`config.mk`:
```
export PLATFORM = sky130hd
export DESIGN_NAME = pattern_player
export DESIGN_NICKNAME = d
export VERILOG_FILES = /design/src/rtl/memory_game_pkg.sv /design/src/rtl/tick_timer.sv /design/src/rtl/pattern_player.sv
export SDC_FILE = /design/constraint.sdc
export NUM_CORES = 1
export LEC_CHECK = 0
export CAP_MARGIN = 10
export CORE_MARGIN = 10
export CORE_UTILIZATION = 40
export CTS_BUF_LIST = sky130_fd_sc_hd__clkbuf_8
export DETAILED_ROUTE_END_ITERATION = 16
export HOLD_SLACK_MARGIN = 0.06
export PLACE_DENSITY_LB_ADDON = 0.2
export SLEW_MARGIN = 20
export SYNTH_ARGS = -nofsm -noshare
export SYNTH_HDL_FRONTEND = slang
export SYNTH_SLANG_ARGS = --single-unit
```
`constraint.sdc`:
```
create_clock -name clk -period 2.45 [get_ports clk]
set_input_delay 0.49 -clock clk [delete_from_list [all_inputs] [get_ports clk]]
set_output_delay 0.49 -clock clk [all_outputs]
set_load 0.02 [all_outputs]
```
`src/rtl/memory_game_pkg.sv`:
```
// rtl/memory_game_pkg.sv - shared constants, player state and symbol decode for the memory game
package memory_game_pkg;

    localparam int SYM_W   = 3;
    localparam int MAX_LEN = 25;
    localparam int PAT_W   = SYM_W * MAX_LEN;

    typedef enum logic [1:0] {
        IDLE = 2'd0,
        SHOW = 2'd1,
        GAP  = 2'd2,
        DONE = 2'd3
    } player_state_t;

    function automatic logic [7:0] sym_to_onehot(input logic [2:0] sym);
        return 8'b0000_0001 << sym;
    endfunction

endpackage

```
`src/rtl/tick_timer.sv`:
```
// rtl/tick_timer.sv - load/count/expire timer advanced only on tick strobes
module tick_timer #(
    parameter int CNT_W = 2
) (
    input  logic             clk,
    input  logic             rst_n,
    input  logic             i_clear,
    input  logic             i_load,
    input  logic [CNT_W-1:0] i_limit,
    input  logic             i_tick_en,
    output logic             o_expire
);

    logic [CNT_W-1:0] r_cnt;
    logic [CNT_W-1:0] r_limit;

    // A load restarts the count at 0; expiry is the tick that lands on the limit.
    always_ff @(posedge clk) begin
        if (!rst_n) begin
            r_cnt   <= '0;
            r_limit <= '0;
        end else if (i_load) begin
            r_cnt   <= '0;
            r_limit <= i_limit;
        end else if (i_clear) begin
            r_cnt   <= '0;
            r_limit <= '0;
        end else if (i_tick_en) begin
            r_cnt <= r_cnt + 1'b1;
        end
    end

    assign o_expire = i_tick_en && (r_cnt == r_limit);

endmodule

```
`src/rtl/pattern_player.sv`:
```
// rtl/pattern_player.sv - timed one-hot LED playback of a latched symbol pattern
module pattern_player #(
    parameter  int SYM_W     = memory_game_pkg::SYM_W,
    parameter  int MAX_LEN   = memory_game_pkg::MAX_LEN,
    parameter  int ON_TICKS  = 2,
    parameter  int OFF_TICKS = 1,
    parameter  int CNT_W     = 16,
    localparam int PAT_W     = SYM_W * MAX_LEN,
    localparam int LED_W     = 1 << SYM_W
) (
    input  logic             clk,
    input  logic             rst_n,
    input  logic             start,
    input  logic             abort,
    input  logic             reverse,
    input  logic [CNT_W-1:0] len,
    input  logic [PAT_W-1:0] pattern,
    input  logic             tick_en,
    output logic [LED_W-1:0] led,
    output logic             busy,
    output logic             done
);

    import memory_game_pkg::*;

    localparam int IDX_W = (MAX_LEN > 1) ? $clog2(MAX_LEN) : 1;
    localparam int LEN_W = $clog2(MAX_LEN + 1);
    localparam int OFS_W = (PAT_W > 1) ? $clog2(PAT_W) : 1;
    localparam int T_MAX = (ON_TICKS > OFF_TICKS) ? ON_TICKS : OFF_TICKS;
    localparam int T_W   = (T_MAX > 1) ? $clog2(T_MAX) : 1;

    player_state_t r_state;
    player_state_t w_next_state;

    logic [PAT_W-1:0] r_snap;
    logic             r_rev;
    logic [LEN_W-1:0] r_len;
    logic [IDX_W-1:0] r_idx;

    logic [LEN_W-1:0] w_eff_len;
    logic             w_accept;
    logic             w_last;
    logic             w_expire;
    logic             w_tmr_load;
    logic             w_tmr_clear;
    logic [T_W-1:0]   w_tmr_limit;
    logic [OFS_W-1:0] w_ofs;
    logic [SYM_W-1:0] w_sym;

    assign w_eff_len = (len > CNT_W'(MAX_LEN)) ? LEN_W'(MAX_LEN) : LEN_W'(len);
    assign w_accept  = (r_state == IDLE) && start && !abort;

    // Forward walks k down to 0 (oldest first); reverse walks k up to eff_len-1.
    assign w_last = r_rev ? (LEN_W'(r_idx) == (r_len - LEN_W'(1))) : (r_idx == '0);

    assign w_ofs = OFS_W'(r_idx) * OFS_W'(SYM_W);
    assign w_sym = r_snap[w_ofs +: SYM_W];

    assign w_tmr_clear = (r_state == IDLE) || (r_state == DONE);

    tick_timer #(
        .CNT_W (T_W)
    ) u_tick_timer (
        .clk       (clk),
        .rst_n     (rst_n),
        .i_clear   (w_tmr_clear),
        .i_load    (w_tmr_load),
        .i_limit   (w_tmr_limit),
        .i_tick_en (tick_en),
        .o_expire  (w_expire)
    );

    always_ff @(posedge clk) begin
        if (!rst_n) begin
            r_state <= IDLE;
        end else begin
            r_state <= w_next_state;
        end
    end

    always_comb begin
        w_next_state = r_state;
        w_tmr_load   = 1'b0;
        w_tmr_limit  = T_W'(ON_TICKS - 1);
        if (abort) begin
            w_next_state = IDLE;
        end else begin
            case (r_state)
                IDLE: begin
                    if (start) begin
                        if (w_eff_len == '0) begin
                            w_next_state = DONE;
                        end else begin
                            w_next_state = SHOW;
                            w_tmr_load   = 1'b1;
                        end
                    end
                end
                SHOW: begin
                    if (w_expire) begin
                        w_next_state = GAP;
                        w_tmr_load   = 1'b1;
                        w_tmr_limit  = T_W'(OFF_TICKS - 1);
                    end
                end
                GAP: begin
                    if (w_expire) begin
                        if (w_last) begin
                            w_next_state = DONE;
                        end else begin
                            w_next_state = SHOW;
                            w_tmr_load   = 1'b1;
                        end
                    end
                end
                DONE:    w_next_state = IDLE;
                default: w_next_state = IDLE;
            endcase
        end
    end

    always_comb begin
        led  = '0;
        busy = (r_state != IDLE);
        done = (r_state == DONE);
        if (r_state == SHOW) begin
            led = LED_W'(sym_to_onehot(3'(w_sym)));
        end
    end

    always_ff @(posedge clk) begin
        if (!rst_n) begin
            r_snap <= '0;
            r_rev  <= 1'b0;
            r_len  <= '0;
            r_idx  <= '0;
        end else if (w_accept) begin
            r_snap <= pattern;
            r_rev  <= reverse;
            r_len  <= w_eff_len;
            if (reverse || (w_eff_len == '0)) begin
                r_idx <= '0;
            end else begin
                r_idx <= IDX_W'(w_eff_len - LEN_W'(1));
            end
        end else if ((r_state == GAP) && w_expire && !w_last && !abort) begin
            r_idx <= r_rev ? (r_idx + 1'b1) : (r_idx - 1'b1);
        end
    end

endmodule

```
=== Word level (Yosys, flattened, before mapping) ===
Index checks and enable logic that the tools add are counted.

* $add $sub $neg: 5
* Muxes and demuxes: 25
* Magnitude comparators: 1
* Multiply operators: 1
* Reductions and logical operators: 19
* Shift-type cells: 2
* Equal/unequal tests: 8
* Bitwise logic cells: 1

{| class="wikitable"
|+ Operators with widths
! kind !! count
|-
| variable part select 75 x 8 -> 3 bit || 1
|-
| two-way mux 5 bit || 5
|-
| > comparator 16 x 5 -> 1 bit, second input constant || 1
|-
| subtractor 5 x 1 -> 5 bit, second input constant || 3
|-
| two-way mux 1 bit || 12
|-
| logical NOT 5 bit || 2
|-
| two-way mux 2 bit || 5
|-
| two-way mux 8 bit || 1
|-
| case mux 2 bit (4 select lines) || 1
|-
| << shifter 1 x 3 -> 8 bit, first input constant || 1
|-
| multiplier 5 x 2 -> 7 bit, second input constant || 1
|-
| logical AND 1 bit || 6
|-
| inequality test 2 bit, second input constant || 3
|-
| nonzero test 2 bit || 3
|-
| adder 5 x 1 -> 5 bit, second input constant || 1
|-
| equality test 5 bit || 1
|-
| equality test 2 bit, second input constant || 2
|-
| case mux 1 bit (3 select lines) || 1
|-
| AND reduction 3 bit || 1
|-
| OR reduction 3 bit || 1
|-
| equality test 2 x 1 -> 1 bit, second input constant || 1
|-
| logical NOT 1 bit || 2
|-
| logical NOT 2 bit || 1
|-
| logical OR 1 bit || 2
|-
| 4 further kinds || 4
|}

* Logic and storage cells: 69
* Register bits after elaboration: 90

=== Depth between registers and ports, before layout ===
Gate-level depths: netlist of run 1.

* Depth after elaboration: 8
* Mapped depth: 11
* Depth with buffers taken out: 11

=== Modules after synthesis ===
From an unflattened synthesis of run 1, not the netlist that was laid out.

* Cells, all modules: 551
* Area total of the unflattened synthesis: 4768.3 um^2

{| class="wikitable"
|+ Modules (own cells, without submodules)
! module !! cells each !! area an instance (um^2) !! times used !! sequential area each (um^2)
|-
| pattern_player || 543 || 4670.7 || 1 || 1761.7
|-
| tick_timer || 8 || 97.6 || 1 || 40.0
|}

=== Worst setup path before layout of run 1 ===
OpenSTA, ideal clock, no wires.

* Path type: input to register
* Start point: input len[11]
* End point: register r_idx[3]
* Setup time: 0.116 ns
* Required time: 2.334 ns
* Data arrival time: 2.450 ns
* Cell stages on the path: 9
* Slack: -0.116 ns
* Cell sequence: nor4_1 > nand4_1 > nor2_1 > ha_1 > nor4b_1 > and4_1 > nor3_1 > a221o_1 > o211a_1

* Cells in the longest elaborated chain, start to end: 6

{| class="wikitable"
|+ Ends and longest elaborated chain
! item !! line !! source
|-
| start, declared || pattern_player.sv:16 || <nowiki>input logic [CNT_W-1:0] len,</nowiki>
|-
| > comparator 16 x 5 -> 1 bit (*) || pattern_player.sv:50 || <nowiki>assign w_eff_len = (len > CNT_W'(MAX_LEN)) ? LEN_W'(MAX_LEN) : LEN_W'(len);</nowiki>
|-
| two-way mux 5 bit (*) || pattern_player.sv:50 ||
|-
| branches (longest 2 deep; another with subtractor 5 x 1 -> 5 bit) || -- ||
|-
| two-way mux 5 bit (*) || pattern_player.sv:141 || <nowiki>if (reverse || (w_eff_len == '0)) begin</nowiki>
|-
| two-way mux 5 bit (*) || pattern_player.sv:137 || <nowiki>end else if (w_accept) begin</nowiki>
|-
| end signal, assigned || pattern_player.sv:144 || <nowiki>r_idx <= IDX_W'(w_eff_len - LEN_W'(1));</nowiki>
|-
| end signal, assigned || pattern_player.sv:147 || <nowiki>r_idx <= r_rev ? (r_idx + 1'b1) : (r_idx - 1'b1);</nowiki>
|-
| end, declared || pattern_player.sv:38 || <nowiki>logic [IDX_W-1:0] r_idx;</nowiki>
|}

Mark *: on every way between the ends.
A chain may end at the register's enable or synchronous reset.

=== Final worst setup path of run 1 ===
* Start point: register r_idx[0]
* End point: output led[6]

* Cells in the longest elaborated chain, start to end: 4

{| class="wikitable"
|+ Ends and longest elaborated chain
! item !! line !! source
|-
| multiplier 5 x 2 -> 7 bit || pattern_player.sv:56 || <nowiki>assign w_ofs = OFS_W'(r_idx) * OFS_W'(SYM_W);</nowiki>
|-
| variable part select 75 x 8 -> 3 bit || pattern_player.sv:57 || <nowiki>assign w_sym = r_snap[w_ofs +: SYM_W];</nowiki>
|-
| << shifter 1 x 3 -> 8 bit || memory_game_pkg.sv:16 || <nowiki>return 8'b0000_0001 << sym;</nowiki>
|-
| two-way mux 8 bit || pattern_player.sv:126 || <nowiki>if (r_state == SHOW) begin</nowiki>
|-
| end, declared || pattern_player.sv:19 || <nowiki>output logic [LED_W-1:0] led,</nowiki>
|}

Every way passes these cells.

==> flow_summary_export.csv, run 1 <==
group,metric,value,unit
grt,grt_pass1_wl,22000,um
power,p_seq_share,42.8,%
power,p_clk_share,35.3,%
clock_network,root_buffer,"clkbuf_8",
power,peakVddDrop,0.000276,V
power,power,3.74,mW
grt,grt_pass1_vias,4512,
logic_synthesis,synth_area_per_cell,8.47,sq um
die,dieHeight,128,um
sta,drv_slew,0,
route,avgViaCountPerCell,5.16,
route,wl_per_cell,16.1,um
sta,setup_viol,8,
route,drtAntennaViolNets,0,
clock_network,clock_latency,0.37,ns
route,dr.first_iter.drc_count,232,
sta,setup_ws,-0.299,ns
placement,dp_cells,807,
logic_synthesis,netlist_area,4640,sq um
sta,setup_tns,-2.21,ns
die,initial_utilization,40.8,%
logic_synthesis,synth_warnings,0,
setup_path,cp-end-kind,"primary output",
setup_path,required,1.96,ns
clock_network,clock-sinks,90,
grt,track_usage,16.4,%
final_layout,fin_area,6680,sq um
logic_synthesis,synth_ff_type,"dfxtp_1",
grt,grt.overflow.total,0,
sta,worst_pin_slew,0.681,ns
die,row_count,39,
die,ioPinCount,107,
route,dr.max_layer_used,"met4",
outcome,violations,"setup timing",
grt,grt_max_degree,52,
final_layout,fin_nets,802,
placement,place_ws,-0.544,ns
route,drt_first_pass_iters,4,
final_layout,final_cell_mix,"172 x nand2_1, 89 x dfxtp_1, 82 x clkdlybuf4s50_1",
power,switchingPower,0.957,mW
sta,worst_clock_skew,0.0113,ns
sta,timing.fmax,364,MHz
die,design.die.area,16300,sq um
setup_path,startpoint_type,"flop",
logic_synthesis,synthArstFlopShare,0,%
setup_path,r2r_cells,8,
hold_path,hp-class,"reg -> reg",
route,drc,0,
job,cap_violations,0,
sta,fin_crit_sh,112,%
die,die_w,128,um
setup_path,critPathSlowestCell,"dfxtp_4",
placement,hpwl,10100,um
route,drt-met1-wl,5830,um
route,routed_wl,13500,um
final_layout,drive_above_1_share,21.8,%
power,power.density,561,nW/um^2
setup_path,worstPathMaxFanout,5,
final_layout,area_growth,43.9,%
clock_network,cts_max_level,3,
logic_synthesis,syn-num-nets,657,
clock_network,cts_made_buffers,9,
clock_network,path_clk_slew,0.09,ns
placement,io_buffers,106,
setup_path,arrival,2.26,ns
sta,period_needed,2.75,ns
setup_path,crit_type,"reg -> out",
outcome,status,"complete, but fails checks",
sta,rsz0062_at_grt,"true",
placement,dpl-instance-area,6090,sq um
placement,gp_congestion,0.886,
clock_network,clockBufferDepth,2,
setup_path,crit_chain,"buf_6 -> buf_6 -> nor4b_4 -> a221o_1 -> a21oi_1 -> a31o_2 -> or2_4 -> nor2_2 -> buf_4",
hold_path,whs_path_depth,2,
power,power_leakage,2.65,nW
logic_synthesis,ys_seq_area_share,38.8,%
clock_network,tritoncts,"yes",
logic_synthesis,syn-instance-count,548,
power,swShare,25.6,%
setup_path,max_stage_delay,0.37,ns
logic_synthesis,synth_edf_count,0,
power,p_int,2.79,mW
logic_synthesis,ys_types,52,
power,power_frac_comb,21.8,%
route,wl_met3,719,um
die,core_area,11400,sq um
sta,final-hold-violation-count,0,
final_layout,final_common_cell,"nand2_1",
grt,antenna_found_initial,0,
logic_synthesis,ys_ff_latch,90,
route,wl_met2,6740,um
final_layout,diodes,0,
final_layout,fin_cells,841,
setup_path,path_common_cell,"buf_6",
sta,relSlewSlack,54.6,%
route,via_count,4343,
==> synth_stat cells (all sizes together) (4+ instances only) <==
library cell / instances / area, sq um
a21boi: 78 / 586
a21oi: 6 / 30.0
a221oi: 5 / 43.8
buf: 9 / 55.0
clkbuf: 27 / 101
dfxtp: 90 / 1800
ha: 11 / 138
inv: 11 / 41.3
mux2: 6 / 67.6
mux4: 15 / 338
nand2: 176 / 661
nand3: 7 / 35.0
nand4: 5 / 31.3
nor2: 23 / 86.3
nor3: 9 / 50.1
o211a: 5 / 50.1
o21ai: 8 / 40.0
or3: 4 / 25.0
xnor2: 10 / 87.6
xor2: 4 / 35.0
==> critical path, delay by kind of cell, from the launching register on <==
family	cells	cell delay (ns)
buf+inv	3	0.40
simple gates	3	0.66
compound gates	3	0.45
flops	1	0.37
==> per-stage QoR <==
stage	util (%)	hold slack [ns]
finish	58.7	0.465
global route	58.7	0.490
CTS	57.8	0.468
detailed placement	53.6	0.456
global placement	53.6	0.448
floorplan	-	0.440
==> cells by family after synthesis <==
kind of cell               synth area share, %
and+or+nand+nor                           22.6
AOI/OAI and AO/OA                         19.3
DFF                                       38.8
buffers and inverters                     4.26
muxes                                     8.95
xor gates and xnor gates                  2.64
adders and majority gates                 3.40
==> flip-flops by register name, summed over array words and instances (netlist names) <==
signal / cells
u_tick_timer.r_limit: 1
r_snap: 75
u_tick_timer.r_cnt: 1
r_state: 2
r_len: 5
r_rev: 1
r_idx: 5
==> final timing paths <==
| check | startpoint | endpoint | slack (ns) |
|---|---|---|---|
| hold reg to reg | r_snap[68] | r_snap[68] | 0.46 |
| hold / removal | r_snap[68] | r_snap[68] | 0.46 |
| setup reg to reg | r_idx[2] | r_idx[4] | 0.18 |
| setup / recovery | r_idx[0] | led[6] | -0.30 |
==> layout make-up <==
cell class	count	area [sq um]
multi-input cells	411	2820
clock buffers	10	138
inverters	11	41.3
repair buffers	170	1560
fillers	1013	4690
clock inverters	6	129
flip-flops and latches	90	1810
well taps	143	179
==> metal layers <==
layer	GRT usage, %	vias to the layer above
met5	0	-
met4	5.03	0
met3	4.67	22
met2	28.5	106
met1	19.1	2049
li1	-	2166
==> power groups by stage <==
| stage | logic [mW] | clock network [mW] | registers (mW) |
|---|---|---|---|
| 2_1_floorplan | 0.433 | 0 | 1.61 |
| 3_3_place_gp | 0.749 | 0 | 1.64 |
| 3_5_place_dp | 0.762 | 0 | 1.64 |
| 4_1_cts | 0.808 | 1.34 | 1.60 |
| 5_1_grt | 0.897 | 1.40 | 1.61 |
| 6_report | 0.817 | 1.32 | 1.60 |
==> timing repair <==
action                     in CTS  in global routing
hold buffers                    0                  0
setup buffers                  14                  4
pin swaps                      22                 18
setup endpoints to repair      15                 18
gates resized for setup        77                 30
Power figures use the tool's default switching activity.
==> run 2: changes to the inputs <==
CORE_UTILIZATION = 47   (was 40)
==> flow_summary_export.csv, run 2 (synthesis gave the netlist of run 1 again) <==
group,metric,value,unit
sta,drv_slew,0,
die,initial_utilization,47.9,%
grt,grt_max_degree,56,
setup_path,critPathSlowestCell,"mux4_2",
setup_path,cp-end-kind,"primary output",
setup_path,r2r_start,"r_idx[0]",
setup_path,rr_endpoint,"r_idx[1]",
hold_path,hp-class,"reg -> reg",
route,drc,0,
die,design.die.area,14200,sq um
die,die_w,119,um
route,via_count,4240,
final_layout,area_growth,40.2,%
clock_network,cts_max_level,3,
sta,worst_clock_skew,0.00937,ns
power,peakVddDrop,0.000287,V
setup_path,critPathCapture,"led[1]",
job,cap_violations,0,
power,switchingPower,0.944,mW
clock_network,cts_made_buffers,9,
power,p_seq_share,48.1,%
setup_path,worstPathMaxFanout,5,
final_layout,multiInputGateArea,2800,sq um
grt,grt_pass1_vias,4538,
setup_path,required,1.96,ns
setup_path,crit_type,"reg -> out",
power,p_clk_share,28.0,%
final_layout,largest_register_ffs,75,
placement,dp_cells,795,
route,routed_wl,13200,um
route,drt_first_pass_iters,4,
final_layout,regMostFlops,"r_snap",
placement,hpwl,9980,um
sta,setup_tns,-2.47,ns
power,power_leakage,2.56,nW
clock_network,path_clk_slew,0.09,ns
setup_path,r2r_cells,8,
final_layout,reg.largest.list,"r_snap (75), r_idx (5), r_len (5)",
sta,worst_pin_slew,0.537,ns
setup_path,startpoint_type,"flop",
grt,grt.overflow.total,0,
clock_network,cts_hold_buf,0,
sta,final-hold-violation-count,0,
route,avgViaCountPerCell,5.17,
clock_network,tritoncts,"yes",
sta,rsz0062_at_grt,"true",
clock_network,clock-sinks,90,
final_layout,seqCellArea,1810,sq um
sta,fin_crit_sh,114,%
die,core_area,9680,sq um
power,power.density,514,nW/um^2
power,p_int,2.40,mW
outcome,violations,"setup timing",
setup_path,critPathLaunch,"r_idx[0]",
grt,track_usage,18.6,%
route,drtAntennaViolNets,0,
setup_path,ff2ff_setup_slack,0.17,ns
placement,gp_congestion,0.865,
final_layout,diodes,0,
sta,relSlewSlack,64.2,%
die,ioPinCount,107,
die,row_count,36,
clock_network,root_buffer,"clkbuf_8",
final_layout,fillers,790,
setup_path,arrival,2.29,ns
power,power,3.34,mW
outcome,status,"complete, but fails checks",
route,wl_per_cell,16.1,um
final_layout,final_common_cell,"nand2_1",
sta,timing.fmax,359,MHz
setup_path,max_stage_delay,0.54,ns
final_layout,fin_cells,820,
power,swShare,28.2,%
final_layout,fin_nets,791,
clock_network,clock_latency,0.36,ns
sta,period_needed,2.78,ns
final_layout,final_cell_mix,"174 x nand2_1, 89 x dfxtp_1, 83 x clkdlybuf4s50_1",
sta,setup_viol,8,
placement,io_buffers,106,
route,dr.first_iter.drc_count,188,
grt,antenna_found_initial,0,
clock_network,clockBufferDepth,2,
die,dieHeight,119,um
setup_path,crit_chain,"mux4_2 -> a221o_1 -> a21oi_2 -> a31o_2 -> nand2_2 -> nor2_1 -> buf_4",
sta,setup_ws,-0.334,ns
final_layout,drive_above_1_share,19.9,%
power,power_frac_comb,23.9,%
grt,grt_pass1_wl,22100,um
==> run 2: changes by cell type in the layout (fill, tap and decap cells not counted), moves of 4 or more <==
cell,previous run,this run
buf_12,1,5
buf_4,63,53
buf_6,8,3
bufinv_16,4,0
==> run 2: critical path, delay by kind of cell (launching register included) <==
| family | cells | cell delay (ns) |
|---|---|---|
| compound gates | 3 | 0.61 |
| buf+inv | 1 | 0.15 |
| flops | 1 | 0.42 |
| mux | 1 | 0.54 |
| simple gates | 2 | 0.21 |
==> run 2: power by group through the flow <==
stage          registers, mW  clock network [mW]  logic, mW
2_1_floorplan           1.61                   0      0.433
3_3_place_gp            1.64                   0      0.742
3_5_place_dp            1.64                   0      0.759
4_1_cts                 1.61               0.955      0.787
5_1_grt                 1.62                1.02      0.881
6_report                1.61               0.934      0.801
==> run 2: area by class of cell <==
cell class	instances	area share [%]
clock buffers	11	2.33
clock inverters	5	0.481
flip-flops and latches	90	27.7
well taps	133	2.56
inverters	11	0.634
multi-input cells	411	43.0
repair buffers	159	23.2
==> run 2: worst min path at each step <==
stage / from / end / slack [ns] / cells after the start
after floorplan: r_snap[47] / r_snap[47] / 0.44 / 2
after global placement: r_snap[71] / r_snap[71] / 0.45 / 2
after detailed placement: r_snap[66] / r_snap[66] / 0.46 / 2
after CTS: r_snap[66] / r_snap[66] / 0.47 / 2
after global routing: r_snap[19] / r_snap[19] / 0.49 / 2
final: r_snap[19] / r_snap[19] / 0.46 / 2
==> run 2: timing repair <==
item / in CTS / in global routing
gates resized for setup: 72 / 28
pin swaps: 15 / 15
endpoints found under the hold margin: 0 / 0
endpoints found under the setup margin: 15 / 15
setup buffers: 9 / 0
==> run 2: per-layer routing <==
metal / wire length (um) / up-vias / track usage [%]
li1: - / 2144 / -
met1: 5620 / 1992 / 21.8
met2: 7080 / 93 / 34.1
met3: 409 / 11 / 3.45
met4: 132 / 0 / 4.45
met5: 0 / - / 0
==> run 2: metrics by stage <==
| stage | util (%) | hold WS [ns] | setup WS [ns] | cell area [sq um] |
|---|---|---|---|---|
| global route | 67.2 | 0.485 | -0.431 | 6510 |
| floorplan | - | 0.440 | -0.0848 | 4650 |
| CTS | 66.5 | 0.468 | -0.308 | 6440 |
| finish | 67.2 | 0.464 | -0.334 | 6510 |
| detailed placement | 63.0 | 0.455 | -0.646 | 6100 |
| global placement | 63.0 | 0.449 | -0.576 | 6100 |
==> RTL edit 1, RTL diff (flow settings as in run 1) <==
Set the parameter `CNT_W` to 32 (it was 16).
--- a/src/rtl/pattern_player.sv
+++ b/src/rtl/pattern_player.sv
@@ -6,3 +6,3 @@
     parameter  int OFF_TICKS = 1,
-    parameter  int CNT_W     = 16,
+    parameter  int CNT_W     = 32,
     localparam int PAT_W     = SYM_W * MAX_LEN,
Ports: changed (resized len); port bits go from 107 to 123. The function was not compared with the original's and may differ.
==> RTL edit 1 against run 1 <==
  * The flow still finishes with violations (negative setup slack)
  * Global-route usage is 0.26 points lower
  * Synthesized area down 0.59%
  * Sequential cell count did not move
  * Cell area down 0.21%
  * Utilization down 0.12 points
  * Routed wire length shrank 0.88%
  * Hold slack worse by 0.0097 ns
  * Clock power is 21% lower
  * Total power shrank 7.1%
  * Worst setup slack got worse by 0.12 ns
==> RTL edit 1: results (changes against run 1) <==
metric;value;unit;change
layout_setup_ws;-0.4155;ns;-0.1169 ns
dr.pass1.iters;5;;+1
grt_usage;16.17;%;-0.26 points
critical_path_arrival;2.38;ns;+0.12 ns
synth.area.mux_share;11.64;%;+2.7 points
wl_per_cell;15.84;um;-1.6%
synth_fp_nets;683;;+4.0%
dp_hpwl;10280;um;+1.9%
first_global_vias;4598;;+1.9%
cts_max_path_buffers;2;;unchanged
worst_slew_pin_slew;0.5959;ns;-0.08462 ns
drc;0;;unchanged
setup_viol;8;;unchanged
num-nets-final;825;;+2.9%
grt_max_degree;59;;+13%
numCtsBuffers;9;;unchanged
drt_iter0_drc;232;;unchanged
dp_slack;-0.6802;ns;-0.1359 ns
vias;4398;;+1.3%
grt_pass1_wl;21970;um;-0.34%
hold_class;flop to flop;;
clk_latency;0.37;ns;about the same
clk_pin_slew;0.09;ns;about the same
synth_common_cells;167 x nand2_1, 90 x dfxtp_1, 85 x a21oi_1;;
synthAdderAreaFrac;3.417;%;+0.020 points
top_regs;r_snap: 75 flops, r_idx: 5 flops, r_len: 5 flops;;
io_buffers;122;;+15%
postRouteAntennaNets;0;;unchanged
drive_gt1_share;21.45;%;-0.33 points
synth_flop_cell;dfxtp_1;;
seq_area_frac_synth;39.06;%;+0.23 points
synth_compound_area_share;15.81;%;-3.5 points
cts-root-buf;clkbuf_8;;
ir_worst_vdd;0.0003091;V;+12%
crit_path_max_fanout;7;;+2
antenna_found_initial;0;;unchanged
synth_xor_area_share;2.658;%;+0.016 points
synthTopCellsByArea;dfxtp_1 39%, nand2_1 14%, a21oi_1 9.2%;;
fin_skew;0.006350;ns;-0.004999 ns
synth_cell_types;56;;+7.7%
leakage;2.470;nW;-6.7%
post_dp_cell_area;6247;um^2;+2.5%
yosysWarnings;0;;unchanged
status;finished, violations left;;
setup_tns;-2.971;ns;-0.7642 ns
htreeDepth;3;;unchanged
violations;negative setup slack;;
globalRouteOverflowTotal;0;;unchanged
async_reset_ff_share;0;%;unchanged
antenna_cells;0;;unchanged
finalWeightedCongestion;0.8614;;-2.7%
[RTL edit 1: worst paths after layout]
kind | from | to | slack, ns | cells past startpoint
setup / recovery | r_idx[1] | led[0] | -0.42 | 7
hold / removal | r_snap[51] | r_snap[51] | 0.45 | 2
setup reg to reg | r_idx[1] | r_idx[1] | 0.18 | 8
hold reg to reg | r_snap[51] | r_snap[51] | 0.45 | 2
[RTL edit 1: cell families (layout without fill, tap and decap cells)]
group                    count (synthesis)  in the layout
adder cells (fa/ha/maj)                 12             12
flip-flops                              90             90
AO/OA/AOI/OAI                          125            125
XOR/XNOR                                14             14
multiplexers                            30             30
AND/OR/NAND/NOR                        240            240
buffers and inverters                   47            193
[RTL edit 1: repair_timing]
action | CTS | global route
resized for setup | 143 | 55
pin swaps | 30 | 27
endpoints found under the hold margin | 0 | 0
buffers inserted | 8 | 4
setup endpoints to repair | 16 | 16
[RTL edit 1: through the flow]
stage	util, %	hold WS (ns)	total power, mW	instances
detailed placement	54.95	0.4433	2.406	821
global route	58.60	0.4790	3.647	847
finish	58.60	0.4549	3.479	847
CTS	57.76	0.4563	3.470	844
global placement	54.95	0.4375	2.388	821
floorplan	-	0.4315	2.052	558
[RTL edit 1: critical path, stage by stage (launching register included)]
cell	delay, ns
dfxtp_4	0.38
buf_12	0.12
mux4_2	0.50
a221oi_2	0.29
o21ai_2	0.14
a21bo_4	0.27
nor3_4	0.18
buf_6	0.14
[RTL edit 1: cell type report]
class,instances,area [um^2]
flip-flops and latches,90,1808
repair buffers,170,1574
clock inverters,6,73.82
well taps,143,178.9
fillers,1045,4707
multi-input cells,421,2874
clock buffers,9,123.9
inverters,8,30.03
[RTL edit 1: where the power goes]
group,switching [mW],leakage (nW),internal [mW]
sequential,0.0513,0.736,1.54
combinational,0.405,1.64,0.444
clock,0.560,0.0942,0.480
total,1.02,2.47,2.46
[RTL edit 1: metal layers]
layer / up-vias / wire (um) / global-route usage (%) / share of wire (%)
li1: 2234 / - / - / -
met2: 112 / 6387 / 26.78 / 48
met1: 2036 / 5974 / 19.77 / 45
met3: 16 / 862 / 4.632 / 6.4
met5: - / 0 / 0 / 0
met4: 0 / 190 / 5.224 / 1.4
==> RTL edit 2, RTL diff (settings of run 1) <==
Made on the original files. Encoding of `player_state_t`: now one-hot (4 bits for 4 states).
--- a/src/rtl/memory_game_pkg.sv
+++ b/src/rtl/memory_game_pkg.sv
@@ -7,7 +7,7 @@
 
-    typedef enum logic [1:0] {
-        IDLE = 2'd0,
-        SHOW = 2'd1,
-        GAP  = 2'd2,
-        DONE = 2'd3
+    typedef enum logic [3:0] {
+        IDLE = 4'b0001,
+        SHOW = 4'b0010,
+        GAP  = 4'b0100,
+        DONE = 4'b1000
     } player_state_t;
Behaviour: no difference found for any inputs over 4 cycles, from zero or initial values and one cycle with rst_n low; so few cycles prove little.
==> RTL edit 2 against run 1 <==
  * Count of clock-buffer cells in the layout shrank 1
  * Die area hardly changed
  * Synthesized cell count increased by 1.3%
  * Cell area down 2.1%
  * Routed wire length is 0.89% lower
  * Synthesized area is essentially flat
  * The run still ends with negative setup slack left
  * Worst setup slack worse by 0.15 ns
  * Largest cell class unchanged
  * Total power shrank 6.4%
  * Critical path type unchanged
  * Sequential cell count is 2 higher
==> RTL edit 2: results (changes against run 1) <==
metric;value;unit;change
status;finished, violations left;;
violations;negative setup slack;;
yosysWarnings;0;;unchanged
synth_common_cells;175 x nand2_1, 92 x dfxtp_1, 85 x a21oi_1;;
top_regs;r_snap: 75 flops, r_idx: 5 flops, r_len: 5 flops;;
cts-root-buf;clkbuf_8;;
dp_hpwl;10050;um;-0.35%
setup_tns;-3.357;ns;-1.150 ns
fin_skew;0.009478;ns;-0.001870 ns
dp_slack;-0.6186;ns;-0.07430 ns
viasPerCell;5.238;;+1.4%
num-nets-final;789;;-1.6%
slew_headroom;63.39;%;+8.8 points
wirelength;13410;um;-0.89%
async_reset_ff_share;0;%;unchanged
drive_gt1_share;20.14;%;-1.6 points
seq_area_frac_synth;39.70;%;+0.87 points
synth_fp_nets;659;;+0.30%
numCtsBuffers;9;;unchanged
grt_max_degree;59;;+13%
crit_path_max_fanout;7;;+2
layout_setup_ws;-0.4483;ns;-0.1497 ns
finalWeightedCongestion;0.8769;;-0.97%
ir_worst_vdd;0.0002918;V;+5.8%
first_global_vias;4501;;-0.24%
dr.pass1.iters;4;;unchanged
synthTopCellsByArea;dfxtp_1 40%, nand2_1 14%, a21oi_1 9.2%;;
htreeDepth;3;;unchanged
leakage;2.382;nW;-10%
drt_iter0_drc;306;;+32%
clk_latency;0.37;ns;about the same
cts_max_path_buffers;2;;unchanged
grt_usage;15.88;%;-0.55 points
io_buffers;106;;unchanged
antenna_found_initial;0;;unchanged
grt_pass1_wl;21620;um;-1.9%
hold_class;flop to flop;;
post_dp_cell_area;6093;um^2;unchanged
synth_edf_count;0;;unchanged
critical_path_arrival;2.41;ns;+0.15 ns
synth_cell_types;60;;+15%
synth_flop_cell;dfxtp_1;;
antenna_cells;0;;unchanged
setup_viol;8;;unchanged
==> RTL edit 2: changes by cell type after synthesis, sizes merged, moves of 4 or more <==
cell	before	now
a21boi	78	0
a21oi	6	86
and3	1	5
buf	9	22
clkbuf	27	15
ha	11	6
mux2	6	0
mux2i	1	9
nor4	3	8
o211a	5	0
==> RTL edit 2: routing by layer <==
metal / track usage (%) / up-vias / wire length (um)
met4: 4.437 / 0 / 160
met2: 26.96 / 106 / 6620
met5: 0 / - / 0
met3: 4.094 / 15 / 716
met1: 19.42 / 2065 / 5917
li1: - / 2177 / -
==> RTL edit 2: path summary, 6_finish.rpt <==
kind              cells past startpoint  slack, ns        from         end
setup / recovery                      8      -0.45    r_idx[0]      led[6]
hold reg to reg                       2       0.46  r_snap[30]  r_snap[30]
hold / removal                        2       0.46  r_snap[30]  r_snap[30]
setup reg to reg                      9       0.20    r_len[0]    r_idx[3]
==> RTL edit 2: critical path, cell delays in order, from the launching register on <==
cell and delay (ns):
dfxtp_4 0.41, buf_12 0.14, buf_6 0.10, mux4_2 0.49
mux2i_1 0.17, a22oi_1 0.11, and2_4 0.20, nor4_4 0.22
buf_4 0.19
==> RTL edit 2: cells by family after synthesis <==
group / count (synthesis) / share of synthesized area, %
AND/OR/NAND/NOR: 245 / 23.30
AO/OA/AOI/OAI: 124 / 16.42
flip-flops: 92 / 39.70
buffers and inverters: 47 / 5.394
multiplexers: 27 / 10.68
XOR/XNOR: 13 / 2.454
adder cells (fa/ha/maj): 7 / 2.050
==> RTL edit 2: timing repair <==
action / 4_1_cts / 5_1_grt
cloned: 1 / 0
setup buffers: 4 / 1
resized for setup: 75 / 19
hold buffers: 0 / 0
setup endpoints to repair: 14 / 15
pin swaps: 11 / 16
==> RTL edit 2: cell type report <==
cell class	count	area [um^2]
fillers	1032	4832
multi-input cells	416	2721
flip-flops and latches	92	1846
repair buffers	156	1544
well taps	143	178.9
clock buffers	9	123.9
clock inverters	7	67.56
inverters	10	56.30
==> RTL edit 2: through the flow <==
stage / cells / util, %
2_1_floorplan: 555 / -
3_3_place_gp: 811 / 53.59
3_5_place_dp: 811 / 53.59
4_1_cts: 832 / 56.82
5_1_grt: 833 / 57.50
6_report: 833 / 57.50
==> RTL edit 2: where the power goes <==
group	switching, mW	internal [mW]	total, mW
logic	0.410	0.457	0.867
registers	0.0502	1.57	1.62
clock network	0.620	0.394	1.01
